### src/rtl/debouncer.sv
// Switch debouncer: 2-flop synchronizer feeding a four-state qualification FSM.
// A level change is accepted after STABLE_CYCLES consecutive synchronized samples.
module debouncer #(
    parameter int unsigned STABLE_CYCLES = 20
) (
    input  logic clk,
    input  logic rst,
    input  logic sw,
    output logic db_level,
    output logic db_tick
);

    localparam int unsigned CW = $clog2(STABLE_CYCLES + 1);
    localparam logic [CW-1:0] CntLast = CW'(STABLE_CYCLES - 1);
    localparam logic [CW-1:0] CntOne  = CW'(1);

    typedef enum logic [1:0] {
        ZERO,
        WAIT1,
        ONE,
        WAIT0
    } state_e;

    logic          s1;
    logic          s2;
    state_e        state;
    logic [CW-1:0] cnt;

    always_ff @(posedge clk) begin
        if (!rst) begin
            s1       <= 1'b0;
            s2       <= 1'b0;
            state    <= ZERO;
            cnt      <= '0;
            db_level <= 1'b0;
            db_tick  <= 1'b0;
        end else begin
            s1      <= sw;
            s2      <= s1;
            db_tick <= 1'b0;
            unique case (state)
                ZERO: begin
                    if (s2) begin
                        state <= WAIT1;
                        cnt   <= CntOne;
                    end else begin
                        cnt <= '0;
                    end
                end
                WAIT1: begin
                    if (!s2) begin
                        state <= ZERO;
                        cnt   <= '0;
                    end else if (cnt == CntLast) begin
                        state    <= ONE;
                        cnt      <= '0;
                        db_level <= 1'b1;
                        db_tick  <= 1'b1;
                    end else begin
                        cnt <= cnt + CntOne;
                    end
                end
                ONE: begin
                    if (!s2) begin
                        state <= WAIT0;
                        cnt   <= CntOne;
                    end else begin
                        cnt <= '0;
                    end
                end
                WAIT0: begin
                    // An aborted release returns to ONE silently: level never dropped.
                    if (s2) begin
                        state <= ONE;
                        cnt   <= '0;
                    end else if (cnt == CntLast) begin
                        state    <= ZERO;
                        cnt      <= '0;
                        db_level <= 1'b0;
                    end else begin
                        cnt <= cnt + CntOne;
                    end
                end
                default: begin
                    state    <= ZERO;
                    cnt      <= '0;
                    db_level <= 1'b0;
                end
            endcase
        end
    end

endmodule

### config.mk
export PLATFORM = sky130hd
export DESIGN_NAME = debouncer
export DESIGN_NICKNAME = d
export VERILOG_FILES = /design/src/rtl/debouncer.sv
export SDC_FILE = /design/constraint.sdc
export NUM_CORES = 1
export LEC_CHECK = 0
export CORE_AREA = 2 2 39 41
export DETAILED_ROUTE_END_ITERATION = 12
export DIE_AREA = 0 0 41 43
export PLACE_DENSITY = 0.53
export SYNTH_ARGS = -nofsm -noshare
export SYNTH_HDL_FRONTEND = slang
export SYNTH_SLANG_ARGS = --single-unit
export TNS_END_PERCENT = 10
### constraint.sdc
create_clock -name clk -period 2.5 [get_ports clk]
set_input_delay 0.375 -clock clk [delete_from_list [all_inputs] [get_ports clk]]
set_output_delay 0.375 -clock clk [all_outputs]
set_load 0.02 [all_outputs]
==> metrics.md, run 1 <==
| Metric | Value |
|---|---|
| Outcome | `completed` |
| Worst-Margin Slew | `0.2282 ns` |
| DRT Wirelength | `approximately 690 um` |
| Kind of critical path | `flip-flop to output port` |
| CP Depth | `1` |
| Mapped cell area | `445.4 um2` |
| Via/cell ratio | `4.786` |
| Die X | `slightly above 40 um` |
| Worst hold path type | `flip-flop to flip-flop` |
| Max Fanout on Critical Path | `3` |
| CP required | `2.12 ns` |
| Ys Warns | `0` |
| Ports | `5` |
| Worst-path cell chain | `clkdlybuf4s50_1` |
| WHS Path Cells | `1` |
| Die height | `43 um` |
| Setup_tns | `0 ns` |
| Place WS | `1.112 ns` |
| Area Overhead vs Synth | `19.66%` |
| Fin. Hold Viols | `0` |
| Seq/Total Area, Yosys | `0.4944` |
| Iteration-0 DRC Markers | `3` |
| R2R Setup Slk | `1.34 ns` |
| Max-slew headroom | `0.8454` |
| Hold EP | `s2` |
| Clock transition at the registers of the reported paths | `around 0.07 ns` |
| Final Core Density | `0.3852` |
| Most common cell after layout, fill and taps aside | `dfxtp_1` |
| I/O Buffers | `4` |
| Filler Cells Inserted | `141` |
| FMAX | `0.6266 GHz` |
| Ant diodes | `0` |
| Placement row count | `14` |
| CTS Hold Bufs | `0` |
| First-pass GRT wire length | `1.193 mm` |
| Nets | `59` |
| Syn avg cell area | `9.683 um2` |
| Clk buf depth | `2` |
| Worst R2R Path Depth | `4` |
| Post-CTS Setup Bufs | `0` |
| Worst-path cell with the longest stage delay | `clkdlybuf4s50_1` |
| Core Area | `1384 um2` |
| Initial Util | `0.3219` |
| Dpl hpwl | `542.1 um` |
| Mapped Cells | `46` |
| DR DRC count | `0` |
| Arr. time, crit path | `1.22 ns` |
| Max-cap viol count | `0` |
| Fin Hold WS | `0.4388 ns` |
| CTS sink count | `11` |
| Layout cells sized above 1 | `0.1667` |
| WL/cell | `slightly below 10 um` |
| Worst-skew pair later-pin latency | `0.26 ns` |
| Pwr dens | `around 600 nW/um2` |
| Worst path top cell family by delay | `buffers and inverters` |
| Worst hold start | `s1` |
| Max-slew violations | `0` |
| Vias in the first global route | `299` |
| DR pass1 iterations | `2` |
| H-tree depth | `1` |
| Leak | `0.1999 nW` |
| Final period utilization | `0.6384` |
| Net Count, Synth | `50` |
| CP max stage delay | `0.61 ns` |
| Tmin final | `~1.6 ns` |
| Clock Skews | `0.004487 ns` |
| Yosys cell types | `21` |
| CTS buffer count | `3` |
| Grt ovf | `0` |
| R2r startpoint | `cnt[0]` |
| Initial antenna violation count | `0` |
| DR vias | `335` |
| Largest net degree at the start of global routing | `9` |
| Critical R2R Capture | `db_level` |
| Worst vdd ir | `0.2860 mV` |
| Post-CTS sizing | `0` |
| FF+latch count, synth | `11` |
| Crit start category | `flip-flop` |
| Most frequent cells in the layout | `dfxtp_1, inv_1, a21oi_1, clkdlybuf4s50_1` |
| Buffers & Inverters on Critical Path | `1` |
| Crit path capture type | `output port` |
| Gp weighted congestion | `0.6375` |
| CTS tree | `yes` |
| Worst Setup Slack, final | `0.9040 ns` |
| RSZ-0062 raised after global routing | `no` |
| ANT nets after route | `0` |
| Die area | `approximately 1800 um2` |
| Root buffer cell | `clkbuf_4` |
| Total GRT Usage | `0.1067` |
| Setup violations, final | `0` |
## registers in the layout (all words and copies together), names as in the netlist, named ones only
name / flops
s2: 1
db_tick: 1
db_level: 1
state: 1
s1: 1
cnt: 5
## power breakdown
| group | internal, mW | switching, mW |
|---|---|---|
| clock network | 0.0591 | 0.0583 |
| logic | 0.0112 | 0.00868 |
| registers | 0.180 | 0.00373 |
## worst max path at each step
stage | from | endpoint | slack, ns
2_1_floorplan | cnt[0] | db_level | 1.42
3_3_place_gp | rst | cnt[2] | 1.16
3_5_place_dp | rst | cnt[3] | 1.11
4_1_cts | db_level | db_level | 0.88
5_1_grt | db_level | db_level | 0.84
6_report | db_level | db_level | 0.90
## layout make-up
type	instances	area (um2)	area share
inverter	4	15.01	0.02817
multi-input combinational	31	210.2	0.3944
sequential	11	220.2	0.4131
tap	16	20.02	0.03756
timing repair buffer	4	40.04	0.07512
clock buffer	3	22.52	0.04225
clock inverter	1	5.005	0.009390
## routing by layer
metal | track usage | up-vias | routed length (um)
met5 | 0 | - | 0
met4 | 0.1000 | 0 | 16
met3 | 0.04712 | 2 | 13
met2 | 0.1344 | 4 | 323
met1 | 0.1266 | 152 | 332
li1 | - | 177 | -
## Yosys cell counts
master / instances / share of area
o21ai_1: 1 / 0.011
and4bb_1: 1 / 0.028
a21oi_1: 4 / 0.045
nand4bb_1: 1 / 0.025
nor2_1: 3 / 0.025
and2b_2: 2 / 0.039
and2_1: 2 / 0.028
nand2b_1: 1 / 0.014
nand3_1: 3 / 0.034
ha_1: 1 / 0.028
dfxtp_1: 11 / 0.49
a211o_2: 1 / 0.022
xnor2_1: 1 / 0.020
and3b_2: 1 / 0.022
a21boi_2: 1 / 0.025
inv_1: 4 / 0.034
nand2_1: 2 / 0.017
o21ai_0: 3 / 0.034
xor2_1: 1 / 0.020
a31oi_1: 1 / 0.014
o311ai_1: 1 / 0.020
## cells by family after synthesis
group / after synthesis / share of synthesized area
compound gates: 12 / 0.1713
buf+inv: 4 / 0.03370
simple gates: 16 / 0.2331
flops: 11 / 0.4944
fa+ha+maj: 1 / 0.02809
xor+xnor: 2 / 0.03933
## metrics by stage
step	cell area (um2)	total power, mW	cells
finish	533.0	0.3214	70
global route	533.0	0.3410	70
CTS	533.0	0.3282	70
detailed placement	505.5	0.2083	66
global placement	505.5	0.2080	66
floorplan	445.4	0.1976	46
## worst register-to-register path, cell delays in order, from the launching register on
cell and delay (ns):
dfxtp_1 0.33, ha_1 0.24, and4bb_1 0.24, a31oi_1 0.17
o21ai_1 0.08
Note: power is estimated with default switching activity, not from simulation.
==> inputs of run 2 (changes only) <==
- PLACE_DENSITY: 0.53 -> 0.55
- clock period: 2.5 -> 1.31 ns (I/O delays scaled with it)
==> run 2 against run 1 <==
  * Register-to-register slack got worse by 1.2 ns
  * Clock skew decreased by 0.0031 ns
  * Worst hold slack improved by 0.0025 ns
==> metrics.md, run 2 (synthesis results as in run 1) <==
| Metric | Value |
|---|---|
| Worst-skew pair later-pin latency | `0.26 ns (about the same)` |
| Worst hold start | `s1 (unchanged)` |
| Die height | `43 um (unchanged)` |
| Gp weighted congestion | `0.6434 (was 0.6375)` |
| WL/cell | `9.507 um (was 9.786 um)` |
| Worst-Margin Slew | `0.2310 ns (was 0.2282 ns)` |
| Clk buf depth | `2 (unchanged)` |
| Iteration-0 DRC Markers | `1 (was 3)` |
| CTS sink count | `11 (unchanged)` |
| Root buffer cell | `clkbuf_4 (unchanged)` |
| Most frequent cells in the layout | `dfxtp_1, inv_1, a21oi_1 (was dfxtp_1, inv_1, a21oi_1, clkdlybuf4s50_1)` |
| Dpl hpwl | `516.6 um (was 542.1 um)` |
| Worst path top cell family by delay | `flip-flops (was buffers and inverters)` |
| I/O Buffers | `4 (unchanged)` |
| Hold EP | `s2 (unchanged)` |
| Critical R2R Capture | `db_level (unchanged)` |
| Placement row count | `14 (unchanged)` |
| Area Overhead vs Synth | `20.51% (was 19.66%)` |
| Crit start category | `flip-flop (unchanged)` |
| DR DRC count | `0 (unchanged)` |
| CTS tree | `yes (unchanged)` |
| R2R Setup Slk | `0.18 ns (was 1.34 ns)` |
| Arr. time, crit path | `0.94 ns (was 1.22 ns)` |
| DR pass1 iterations | `2 (unchanged)` |
| Clock Skews | `0.001348 ns (was 0.004487 ns)` |
| Nets | `60 (was 59)` |
| Layout cells sized above 1 | `0.1636 (was 0.1667)` |
| Largest net degree at the start of global routing | `9 (unchanged)` |
| Most common cell after layout, fill and taps aside | `dfxtp_1 (unchanged)` |
| CTS Hold Bufs | `0 (unchanged)` |
| Via/cell ratio | `4.592 (was 4.786)` |
| Kind of critical path | `flip-flop to output port (unchanged)` |
| CP max stage delay | `0.35 ns (was 0.61 ns)` |
| Ports | `5 (unchanged)` |
| Total GRT Usage | `0.1069 (was 0.1067)` |
| Buffers & Inverters on Critical Path | `1 (unchanged)` |
| Final period utilization | `0.8675` |
| CP required | `1.11 ns (was 2.12 ns)` |
| Pwr dens | `1139 nW/um2 (was 602.9 nW/um2)` |
| Max-slew headroom | `0.8443 (was 0.8454)` |
| DRT Wirelength | `675 um (was 685 um)` |
| Fin. Hold Viols | `0 (unchanged)` |
| Max reg flops | `5 (unchanged)` |
| Worst hold path type | `flip-flop to flip-flop (unchanged)` |
| RSZ-0062 raised after global routing | `no (unchanged)` |
| CTS buffer count | `3 (unchanged)` |
| Max Fanout on Critical Path | `3 (unchanged)` |
| Largest reg by FF count | `cnt (unchanged)` |
| Pwr Total | `0.6111 mW (was 0.3214 mW)` |
| FMAX | `0.8799 GHz` |
| Tmin final | `1.136 ns` |
| Die area | `1763 um2 (unchanged)` |
| Setup violations, final | `0 (unchanged)` |
| Die X | `41 um (unchanged)` |
| DR vias | `326 (was 335)` |
| Worst-path cell with the longest stage delay | `dfxtp_1 (was clkdlybuf4s50_1)` |
| Core Area | `1384 um2 (unchanged)` |
| Max-cap viol count | `0 (unchanged)` |
| Vias in the first global route | `321 (was 299)` |
| Max-slew violations | `0 (unchanged)` |
| WHS Path Cells | `1 (unchanged)` |
| Leak | `0.2108 nW (was 0.1999 nW)` |
| Worst-path cell chain | `dlygate4sd2_1 (was clkdlybuf4s50_1)` |
| Setup_tns | `0 ns (unchanged)` |
| Outcome | `completed (unchanged)` |
| Initial antenna violation count | `0 (unchanged)` |
| Clock transition at the registers of the reported paths | `0.07 ns (about the same)` |
| Worst vdd ir | `0.4795 mV (was 0.2860 mV)` |
| Grt ovf | `0 (unchanged)` |
| Crit path capture type | `output port (unchanged)` |
| First-pass GRT wire length | `1.290 mm (was 1.193 mm)` |
| Initial Util | `0.3219 (unchanged)` |
| H-tree depth | `1 (unchanged)` |
| R2r startpoint | `cnt[0] (unchanged)` |
| ANT nets after route | `0 (unchanged)` |
| Ant diodes | `0 (unchanged)` |
| Worst R2R Path Depth | `4 (unchanged)` |
-- run 2: cell type report --
class / instances / area, um2
fill: 141 / 847.1
sequential: 11 / 220.2
multi-input combinational: 31 / 210.2
timing repair buffer: 5 / 45.04
clock buffer: 4 / 26.28
tap: 16 / 20.02
inverter: 4 / 15.01
-- run 2: worst max path at each step --
stage | depth (start not counted) | slack (ns) | end | start
global placement | 1 | 0.18 | db_level | db_level
CTS | 4 | 0.16 | db_level | cnt[0]
finish | 1 | 0.17 | db_level | db_level
global route | 4 | 0.03 | flip-flop | cnt[0]
detailed placement | 4 | 0.17 | db_level | cnt[0]
floorplan | 4 | 0.23 | db_level | cnt[0]
-- run 2: power by group --
| group | switching (mW) | internal, mW | total (mW) |
|---|---|---|---|
| Sequential | 0.00683 | 0.344 | 0.351 |
| Combinational | 0.0170 | 0.0198 | 0.0367 |
| Clock | 0.106 | 0.117 | 0.224 |
-- run 2: timing repair --
action / in CTS / in global routing
endpoints found under the setup margin: 2 / 0
resized for setup: 2 / 0
setup buffers: 0 / 0
-- run 2: routing by layer --
layer	routed length [um]	up-vias	global-route usage
met4	10	0	0.06000
met5	0	-	0
met2	314	4	0.1656
met1	338	143	0.1238
li1	-	177	-
met3	12	2	0.03141
-- run 2: stage by stage --
stage	hold WS, ns	cell area [um2]	setup slack [ns]	util	instances
global placement	0.4133	513.0	0.1792	0.3707	67
floorplan	0.3182	445.4	0.2302	-	46
global route	0.4752	536.8	0.02970	0.3879	71
detailed placement	0.4264	513.0	0.1686	0.3707	67
CTS	0.4463	536.8	0.1581	0.3879	71
finish	0.4413	536.8	0.1735	0.3879	71
==> inputs of run 3 (changes only) <==
- CTS_CLUSTER_SIZE: default -> 10
==> results of run 3 <==
The final DEF is identical to that of run 2; final timing and power are the same.
